==> src/rtl/led_pattern_gen.sv <==
// LED pattern generator: prescaled stepping through rotate, ping-pong
// and fill-bar patterns, with mode changes applied on the next step tick.
module led_pattern_gen #(
    parameter int LED_NUM = 8,
    parameter int CNT_MAX = 99_999_999,
    parameter int CNT_W   = 27
) (
    input  logic               sys_clk,
    input  logic               sys_rst_n,
    input  logic [1:0]         mode_sel,
    input  logic               mode_load,
    input  logic               pause,
    output logic [LED_NUM-1:0] led_out,
    output logic [1:0]         mode_cur,
    output logic               step_pulse,
    output logic               wrap_pulse
);

    typedef enum logic {
        DIR_UP   = 1'b0,
        DIR_DOWN = 1'b1
    } dir_t;

    localparam logic [CNT_W-1:0]   CNT_LAST = CNT_W'(CNT_MAX);
    localparam logic [LED_NUM-1:0] PAT_LO   = {{(LED_NUM-1){1'b0}}, 1'b1};
    localparam logic [LED_NUM-1:0] PAT_HI   = {1'b1, {(LED_NUM-1){1'b0}}};

    logic [CNT_W-1:0]   cnt;
    logic               pend;
    logic [1:0]         pend_mode;
    dir_t               dir;
    logic               tick;
    logic [LED_NUM-1:0] nxt_led;
    dir_t               nxt_dir;

    // Starting pattern of each mode; only right-rotate starts at the top.
    function automatic logic [LED_NUM-1:0] init_pat(input logic [1:0] m);
        return (m == 2'd1) ? PAT_HI : PAT_LO;
    endfunction

    assign tick = (cnt == CNT_LAST) && !pause;

    // Next pattern and bounce direction for an ordinary step of the active mode.
    always_comb begin
        nxt_led = led_out;
        nxt_dir = dir;
        unique case (mode_cur)
            2'd0: nxt_led = {led_out[LED_NUM-2:0], led_out[LED_NUM-1]};
            2'd1: nxt_led = {led_out[0], led_out[LED_NUM-1:1]};
            2'd2: begin
                if (dir == DIR_UP) begin
                    if (led_out[LED_NUM-1]) begin
                        nxt_led = led_out >> 1;
                        nxt_dir = DIR_DOWN;
                    end else begin
                        nxt_led = led_out << 1;
                    end
                end else begin
                    if (led_out[0]) begin
                        nxt_led = led_out << 1;
                        nxt_dir = DIR_UP;
                    end else begin
                        nxt_led = led_out >> 1;
                    end
                end
            end
            2'd3: nxt_led = (&led_out) ? PAT_LO
                                       : {led_out[LED_NUM-2:0], 1'b1};
        endcase
    end

    // Prescaler, pending-mode capture and registered pattern outputs.
    always_ff @(posedge sys_clk or negedge sys_rst_n) begin
        if (!sys_rst_n) begin
            cnt        <= '0;
            led_out    <= PAT_LO;
            mode_cur   <= 2'd0;
            pend       <= 1'b0;
            pend_mode  <= 2'd0;
            dir        <= DIR_UP;
            step_pulse <= 1'b0;
            wrap_pulse <= 1'b0;
        end else begin
            step_pulse <= tick;
            wrap_pulse <= 1'b0;
            if (!pause) begin
                cnt <= (cnt == CNT_LAST) ? '0 : cnt + CNT_W'(1);
            end
            if (tick) begin
                if (pend) begin
                    mode_cur   <= pend_mode;
                    led_out    <= init_pat(pend_mode);
                    dir        <= DIR_UP;
                    pend       <= 1'b0;
                    wrap_pulse <= 1'b1;
                end else begin
                    led_out    <= nxt_led;
                    dir        <= nxt_dir;
                    wrap_pulse <= (nxt_led == init_pat(mode_cur));
                end
            end
            // A strobe on the tick edge is queued behind the value applied now.
            if (mode_load) begin
                pend      <= 1'b1;
                pend_mode <= mode_sel;
            end
        end
    end

endmodule

==> config.mk <==
export PLATFORM = sky130hd
export DESIGN_NAME = led_pattern_gen
export DESIGN_NICKNAME = d
export VERILOG_FILES = /design/src/rtl/led_pattern_gen.sv
export SDC_FILE = /design/constraint.sdc
export NUM_CORES = 1
export LEC_CHECK = 0
export CORE_ASPECT_RATIO = 1.4
export CORE_MARGIN = 3
export CORE_UTILIZATION = 30
export CTS_CLUSTER_SIZE = 16
export DETAILED_ROUTE_END_ITERATION = 8
export GPL_TIMING_DRIVEN = 0
export PLACE_DENSITY_LB_ADDON = 0.3
export RECOVER_POWER = 100
export SETUP_SLACK_MARGIN = 0.4
export SLEW_MARGIN = 20
export SYNTH_ARGS = -nofsm -noshare
export SYNTH_HDL_FRONTEND = slang
export SYNTH_SLANG_ARGS = --single-unit
==> constraint.sdc <==
create_clock -name sys_clk -period 2.2 [get_ports sys_clk]
set_input_delay 0.22 -clock sys_clk [delete_from_list [all_inputs] [get_ports sys_clk]]
set_output_delay 0.22 -clock sys_clk [all_outputs]
set_load 0.01 [all_outputs]
==> reports/summary.txt, run 1 <==
highest net fanout along the worst path - 3
synthesized area - 0.00238 sq mm
Min-Delay Path Class - in2async
GR Util All Layers - 0.134
antenna cell count - 0
H-Tree Depth - 2
cell family with the largest share of critical-path delay - simple AND/OR/NAND/NOR gates
arrival time at the worst endpoint - 2.42 ns
reg2reg end - led_out[4]
multi-input combinational cell area - 0.00137 sq mm
number of CTS-inserted buffers - 5
slew of the pin with the lowest slew margin - 0.782 ns
Most Frequent Cell on Critical Path - or4_4
Total Die Area - 0.00906 sq mm
Port Buffers - 17
cell type of the slowest stage on the worst timing path - or4_4
share of cells above drive strength 1 - 0.277
post-route fraction of the period consumed by the critical path - 1.02
count of synthesis-stage warnings from yosys - 0
timing-limited maximum frequency - 447 MHz
Vias per Instance - 5.10
latest clock arrival within the worst-skew pair - 0.30 ns
library cell used as clock root buffer - clkbuf_8
critical path's largest stage delay - 0.53 ns
Routed wire per std cell - 13.6 um
core box area - 0.00755 sq mm
register cell area after layout - 0.00108 sq mm
maximum number of pins on one net before global-route repair - 32
sum of net half-perimeters after detailed placement - 3.78 mm
CTS max path bufs - 2
smallest hold slack - 0.476 ns
Max rail drop VDD - 0.248 mV
Top FF cell, synth - dfrtp_1
total power per unit cell area - 547 mW/mm^2
Crit path depth - 5
number of sinks handled by clock tree synthesis - 43
CP Launch Point - cnt[11]
total design power - 1760 uW
Distinct cells, synth - 50
final critical path time including I/O delays and setup - 2.24 ns
start of the worst register-to-register path - cnt[11]
DIE HEIGHT - 111 um
Syn Nets - 259
utilization after layout - 0.425
max-capacitance violation count - 0
global-route wire length before repair - 9.83 mm
weighted congestion reported at the end of routability-driven placement - 0.821
# DRC - 0
relative area change from synthesis to final layout - 34.7%
number of global-route vias before repair - 2050
number of register bits inferred by synthesis - 43
cell count after placement - 367
antenna violations before repair - 0
Starting Density - 0.316
WS Path Type - reg2reg
Clock transition at path regs - 0.09 ns
max-slew violation total from the final report - 0
clock tree from TritonCTS - done
max-slew headroom at the worst pin - 0.479
Mean Syn Cell Area - 9.45 sq um
number of non-filler instances in the completed layout - 400
Required @ worst endpoint - 2.38 ns
total grt overflow - 0
internal reg-to-reg setup slack - -0.04 ns
unrepaired setup endpoints after global routing - yes
leakage power summed over all cells - 0.00136 uW
endpoint kind of the worst setup timing path - flop
synthesized netlist cell count - 252
final worst-path setup slack - -0.0372 ns
final number of setup-violating endpoints - 15
cell-by-cell listing of the critical path - or4_4 -> or4_4 -> nor3_4 -> buf_4 -> mux2_2
violation count after the first detailed-route iteration - 68
kind of start point of the critical path - flop
final antenna-violating net count - 0
run status - finished with violations
Net count, final - 309
violated checks - setup timing
FFs w/ async S/R, synth - 1.00
Worst R2R Path Depth - 5
crit path to - led_out[4]
number of rows in the core area - 37
Die X - 81.3 um
Layout Skew - 0.0117 ns
sequential-to-total area share from yosys stat - 0.452
number of flops mapped to enable cells by yosys - 0
number of search-and-repair iterations in the first detailed-routing pass - 4
final routed wirelength across all metal layers - 5.45 mm
setup TNS after final layout - -0.236 ns
WP buf/inv - 1
Layout fillers - 721
vias post-DR - 2041
total count of hold-check failures in the final report - 0
number of top-level pins - 18
## final cells by class
cell class / count / share of cell area
clock buffer: 7 / 0.0238
tap: 97 / 0.0378
timing repair buffer: 43 / 0.131
buffer: 10 / 0.0218
sequential: 43 / 0.336
inverter: 12 / 0.0140
multi-input combinational: 187 / 0.426
clock inverter: 1 / 0.00936
## through the flow
stage | area (sq um) | setup slack (ns)
CTS | 3090 | -0.0727
finish | 3210 | -0.0372
global placement | 2710 | -0.464
detailed placement | 2730 | -0.462
floorplan | 2420 | 0.0143
global route | 3210 | -0.153
## what timing repair did
item,in CTS,in global routing
buffers inserted,18,5
setup endpoints to repair,35,36
pin swaps,6,15
gates resized for setup,24,33
hold buffers,1,0
endpoints found under the hold margin,12,0
gates cloned,1,0
## kinds of logic after synthesis
logic type,Yosys count,share of synthesized area
AOI/OAI and AO/OA,49,0.129
xor gates and xnor gates,21,0.0772
adders and majority gates,1,0.00525
buffers and inverters,22,0.0420
DFF,43,0.452
muxes,9,0.0415
and+or+nand+nor,107,0.253
## where the power goes
part | switching, uW | leakage, uW | total [uW] | internal [uW]
sequential | 60.3 | 0.000562 | 911 | 851
combinational | 118 | 0.000744 | 240 | 121
clock | 265 | 0.0000524 | 605 | 340
## routing by layer
metal / vias up / routed length [um] / global-route usage
li1: 1001 / - / -
met2: 39 / 2960 / 0.230
met5: - / 0 / 0
met4: 0 / 123 / 0.0496
met1: 991 / 2200 / 0.162
met3: 10 / 171 / 0.0243
## cell usage in the layout (no fill, tap or decap), types with 10 or more instances in the layout
cell and n:
nor2_1 19, nand2_1 15, nand3_1 11, dfrtp_1 41, dlygate4sd3_1 14, buf_4 15
inv_1 11, buf_6 10, xnor2_1 15
## cell usage after synthesis, drive strengths merged (3+ instances only)
| master | count | area share |
|---|---|---|
| o21ai | 17 | 0.036 |
| nor2b | 3 | 0.0079 |
| buf | 5 | 0.015 |
| clkbuf | 5 | 0.0079 |
| xor2 | 6 | 0.022 |
| o211ai | 3 | 0.0095 |
| nor4 | 4 | 0.017 |
| xnor2 | 15 | 0.055 |
| mux2 | 7 | 0.033 |
| nor2 | 30 | 0.047 |
| nand2b | 4 | 0.011 |
| inv | 12 | 0.019 |
| nand4 | 8 | 0.024 |
| nand2 | 17 | 0.027 |
| dfrtp | 42 | 0.44 |
| or3 | 7 | 0.018 |
| nand3 | 12 | 0.025 |
| o21bai | 3 | 0.0095 |
| a21oi | 9 | 0.019 |
| nor3 | 9 | 0.028 |
| a22oi | 4 | 0.013 |
## flip-flops by register name (all words and copies together) (netlist names)
signal      count
dir             1
cnt            27
step_pulse      1
wrap_pulse      1
mode_cur        2
pend            1
pend_mode       2
led_out         8
## worst reg2reg max path, cell delays in order (launching register included)
cell     delay, ns
dfrtp_1       0.39
or4_4         0.53
or4_4         0.46
nor3_4        0.24
buf_4         0.18
mux2_2        0.32
## worst min-delay path by stage
stage               to  cells past startpoint      start  slack (ns)
2_1_floorplan   cnt[0]                      0  sys_rst_n       -0.08
3_3_place_gp   cnt[19]                      1    cnt[19]        0.47
3_5_place_dp   cnt[21]                      1  sys_rst_n        0.15
4_1_cts        cnt[17]                      2  sys_rst_n        0.35
5_1_grt        cnt[19]                      1    cnt[19]        0.52
6_report       cnt[13]                      2  sys_rst_n        0.48
No activity file was read; power rests on OpenSTA's default activity.
==> run 2: changes to the inputs <==
--- a/config.mk
+++ b/config.mk
@@ -13,7 +13,9 @@
 export GPL_TIMING_DRIVEN = 0
 export PLACE_DENSITY_LB_ADDON = 0.3
 export RECOVER_POWER = 100
+export REMOVE_ABC_BUFFERS = 1
 export SETUP_SLACK_MARGIN = 0.4
+export SKIP_LAST_GASP = 1
 export SLEW_MARGIN = 20
 export SYNTH_ARGS = -nofsm -noshare
 export SYNTH_HDL_FRONTEND = slang
==> reports/summary.txt, run 2 (synthesis gave the netlist of run 1 again) <==
WP buf/inv - 1
Total Die Area - 0.00906 sq mm
start of the worst register-to-register path - cnt[11]
clock tree from TritonCTS - done
total count of hold-check failures in the final report - 0
leading cell type in the layout, fill and taps excluded - dfrtp_1
final worst-path setup slack - -0.0340 ns
total grt overflow - 0
Clock transition at path regs - 0.08 ns
arrival time at the worst endpoint - 2.42 ns
antenna violations before repair - 0
multi-input combinational cell area - 0.00130 sq mm
violated checks - setup timing
vias post-DR - 1978
Max rail drop VDD - 0.291 mV
Routed wire per std cell - 13.9 um
cell family with the largest share of critical-path delay - simple AND/OR/NAND/NOR gates
core box area - 0.00755 sq mm
Port Buffers - 17
Psw - 444 uW
max-capacitance violation count - 0
Min-Delay Path Class - reg2reg
Most Frequent Cell on Critical Path - or4_4
Required @ worst endpoint - 2.39 ns
register cell area after layout - 0.00108 sq mm
# DRC - 0
antenna cell count - 0
smallest hold slack - 0.502 ns
endpoint kind of the worst setup timing path - flop
number of sinks handled by clock tree synthesis - 43
final critical path time including I/O delays and setup - 2.23 ns
register with the most flip-flops - cnt
biggest regs - cnt: 27 flops, led_out: 8 flops
relative area change from synthesis to final layout - 26.3%
number of top-level pins - 18
final routed wirelength across all metal layers - 5.42 mm
cell-by-cell listing of the critical path - or4_4 -> or4_4 -> nor3_4 -> buf_12 -> nand2_1 -> mux2_2
Layout Skew - 0.00900 ns
proportion of power drawn by flip-flops and latches - 0.555
CP Launch Point - cnt[11]
total power per unit cell area - 544 mW/mm^2
kind of start point of the critical path - flop
global-route wire length before repair - 9.42 mm
CTS max path bufs - 2
share of cells above drive strength 1 - 0.225
number of flip-flops under the largest register name - 27
Starting Density - 0.316
max-slew headroom at the worst pin - 0.403
library cell used as clock root buffer - clkbuf_8
Vias per Instance - 5.07
run status - finished with violations
maximum number of pins on one net before global-route repair - 29
cell type of the slowest stage on the worst timing path - or4_4
GR Util All Layers - 0.129
number of search-and-repair iterations in the first detailed-routing pass - 4
number of CTS-inserted buffers - 5
weighted congestion reported at the end of routability-driven placement - 0.843
final antenna-violating net count - 0
number of rows in the core area - 37
sum of net half-perimeters after detailed placement - 3.58 mm
Power Internal - 1190 uW
max-slew violation total from the final report - 0
DIE HEIGHT - 111 um
hold wc startpoint - cnt[0]
most used cells in the layout excluding fill and tap cells - dfrtp_1, nor2_1, nand2_1, buf_4, xnor2_1
critical path's largest stage delay - 0.54 ns
unrepaired setup endpoints after global routing - yes
WS Path Type - reg2reg
Layout fillers - 744
Clock power frac - 0.304
violation count after the first detailed-route iteration - 66
post-route fraction of the period consumed by the critical path - 1.02
H-Tree Depth - 2
Switching Share - 0.272
latest clock arrival within the worst-skew pair - 0.30 ns
Die X - 81.3 um
timing-limited maximum frequency - 448 MHz
setup TNS after final layout - -0.0725 ns
leakage power summed over all cells - 0.00129 uW
slew of the pin with the lowest slew margin - 0.895 ns
Net count, final - 299
final number of setup-violating endpoints - 3
number of global-route vias before repair - 2031
combinational fraction of design power - 0.141
highest net fanout along the worst path - 9
-- run 2: cell count changes in the layout (fill, tap and decap cells not counted), moves of 6 or more --
cell | before | now
o21ai_0 | 7 | 13
buf_6 | 10 | 1
nor2_1 | 19 | 29
nor2_4 | 7 | 0
-- run 2: through the flow --
stage           util  total power [uW]  setup WS [ns]  instances  instance area, sq um
4_1_cts        0.398              1660        -0.0364        385                  3000
5_1_grt        0.399              1730        -0.0996        390                  3010
6_report       0.399              1640        -0.0340        390                  3010
2_1_floorplan      -              1020         -0.278        242                  2330
3_5_place_dp   0.349              1090         -0.697        357                  2630
3_3_place_gp   0.347              1080         -0.702        356                  2620
-- run 2: final timing paths --
| path | end | slack [ns] | cells past startpoint |
|---|---|---|---|
| min in group asynchronous | cnt[17] | 0.56 | 2 |
| hold reg to reg | cnt[0] | 0.50 | 1 |
| setup reg to reg | mode_cur[1] | -0.03 | 6 |
| max in group asynchronous | cnt[5] | 0.40 | 3 |
| hold / removal | cnt[0] | 0.50 | 1 |
| setup / recovery | mode_cur[1] | -0.03 | 6 |
-- run 2: per-layer routing --
layer,global-route usage,up-vias,routed length (um),part of all wire
li1,-,978,-,-
met2,0.237,34,2930,0.54
met1,0.144,960,2260,0.42
met5,0,-,0,0
met3,0.0275,6,177,0.033
met4,0.0383,0,51,0.0094
-- run 2: final cells by class --
class                      count  share of cell area
multi-input combinational    188               0.433
timing repair buffer          42               0.123
tap                           97              0.0403
clock inverter                 2             0.00416
clock buffer                   6              0.0241
inverter                      12              0.0150
sequential                    43               0.360
-- run 2: power groups by stage --
stage                     clock network [uW]  logic, uW  registers (uW)
after floorplan                            0       95.8             920
after global placement                     0        142             934
after detailed placement                   0        150             935
after CTS                                516        239             908
after global routing                     549        263             917
final                                    497        231             908
-- run 2: what timing repair did --
action | 4_1_cts | 5_1_grt
resized for setup | 28 | 4
pin swaps | 5 | 1
hold endpoints to repair | 15 | 0
setup buffers | 18 | 5
gates cloned | 1 | 0
hold buffers | 1 | 0
endpoints found under the setup margin | 36 | 34
==> variant: new RTL, config.mk and constraints of run 1 <==
Set the parameter `LED_NUM` to 9 (it was 8).
--- a/src/rtl/led_pattern_gen.sv
+++ b/src/rtl/led_pattern_gen.sv
@@ -1,7 +1,7 @@
 // LED pattern generator: prescaled stepping through rotate, ping-pong
 // and fill-bar patterns, with mode changes applied on the next step tick.
 module led_pattern_gen #(
-    parameter int LED_NUM = 8,
+    parameter int LED_NUM = 9,
     parameter int CNT_MAX = 99_999_999,
     parameter int CNT_W   = 27
 ) (
Ports: changed (resized led_out); port bits go from 18 to 19. No check against the original RTL was run, so the function may have changed too.
==> variant against run 1 <==
Synthesized area grew 2.2%; final cell count up 3.0%; first-iteration DRC count shrank 19%; wire length up 8.4%; final area is 1.6% higher; synthesized cell count rose by 0.79%; sequential share of layout area rose by 0.23 points; worst setup slack gained 180 ps; power up 3.1%; sequential cell count increased by 1; critical path type unchanged; largest cell class unchanged; highest routed layer unchanged.
==> variant: results (changes against run 1) <==
outcome:
  outcome: "finished clean"
place:
  place_ws_ps: -181.3  # +280.8 ps
  place.gp.congestion: 0.8402  # +2.4%
clock_network:
  cts_setup_buffers: 26  # +8
  cts_resized: 37  # +54%
global_route:
  grt_pass1_wl_um: 10230  # +4.1%
  grtUsageTotal_pct: 14.00  # +0.64 points
power_and_ir_drop:
  ir_worst_vdd_v: 0.0003642  # +47%
  p_leak_nw: 1.454  # +7.1%
  power.internal_mw: 1.379  # +5.1%
  p_sw_share_pct: 23.83  # -1.4 points
  p_clk_mw: 0.685  # +13%
hold_path:
  hold_class: "in -> reg"
finish:
  num-fill-cells: 804  # +12%
  reg.largest.list: "cnt x27, led_out x9"
  nets: 318  # +2.9%
worst_setup_path:
  crit_path_max_incr_delay_ps: 590  # +60 ps
  worstPathArrival_ps: 2280  # -140 ps
  r2r_slack_ps: 140  # +180 ps
logic_synthesis:
  synthTopCellsByCount: "dfrtp_1 (43), nor2_1 (25), nand2_1 (24)"
  ys_top_cells_by_area: "dfrtp_1 (44%), xnor2_1 (6.1%), nor2_1 (3.9%)"
  ys_seq_area_share_pct: 45.27  # +0.052 points
drt:
  drt_iter0_drc: 55  # -19%
  vias: 2135  # +4.6%
sta:
  timing.hold.ws_ps: 428.0  # -47.79 ps
floorplanning:
  die_area_mm2: 0.009249  # +2.1%
variant: per-layer routing:
layer	track usage [%]	share of wire [%]	vias to the layer above
li1	-	-	1031
met4	5.543	2.5	0
met5	0	0	-
met2	23.91	54	36
met3	2.327	3.0	12
met1	17.16	41	1056
variant: how the worst max path moves through the flow:
stage | slack [ps] | start | endpoint
2_1_floorplan | 340 | cnt[0] | cnt[26]
4_1_cts | 230 | cnt[17] | led_out[4]
6_report | 140 | cnt[6] | led_out[1]
3_5_place_dp | -180 | pause | cnt[23]
5_1_grt | 50 | cnt[7] | led_out[1]
3_3_place_gp | -380 | sys_rst_n | mode_cur[1]
variant: area by class of cell:
class,instances,share of cell area [%]
Multi-Input combinational cell,189,42.12
Tap cell,100,3.836
Buffer,10,2.263
Clock inverter,1,0.9206
Inverter,11,1.266
Timing Repair Buffer,50,12.81
Sequential cell,44,33.83
Clock buffer,7,2.954
variant: logic make-up after synthesis:
| logic type | count (synthesis) | share of synthesized area (%) |
|---|---|---|
| and+or+nand+nor | 114 | 26.62 |
| AOI/OAI and AO/OA | 45 | 12.54 |
| DFF | 44 | 45.27 |
| xor gates and xnor gates | 22 | 7.913 |
| buffers and inverters | 21 | 4.008 |
| muxes | 7 | 3.135 |
| adders and majority gates | 1 | 0.5138 |
variant: metrics by stage:
stage	util [%]	TNS, ps	instances	cell area (µm²)
final	41.58	0	412	3262
after global routing	41.58	0	412	3262
after CTS	41.87	0	409	3284
after detailed placement	35.50	-1510	373	2785
after global placement	35.31	-17280	372	2770
after floorplan	-	0	254	2465
variant: worst max-delay path: cells and delay by family, from the launching register on:
family             cells  cell delay, ps
AOI/OAI and AO/OA      1              80
and+or+nand+nor        4            1500
DFF                    1             400
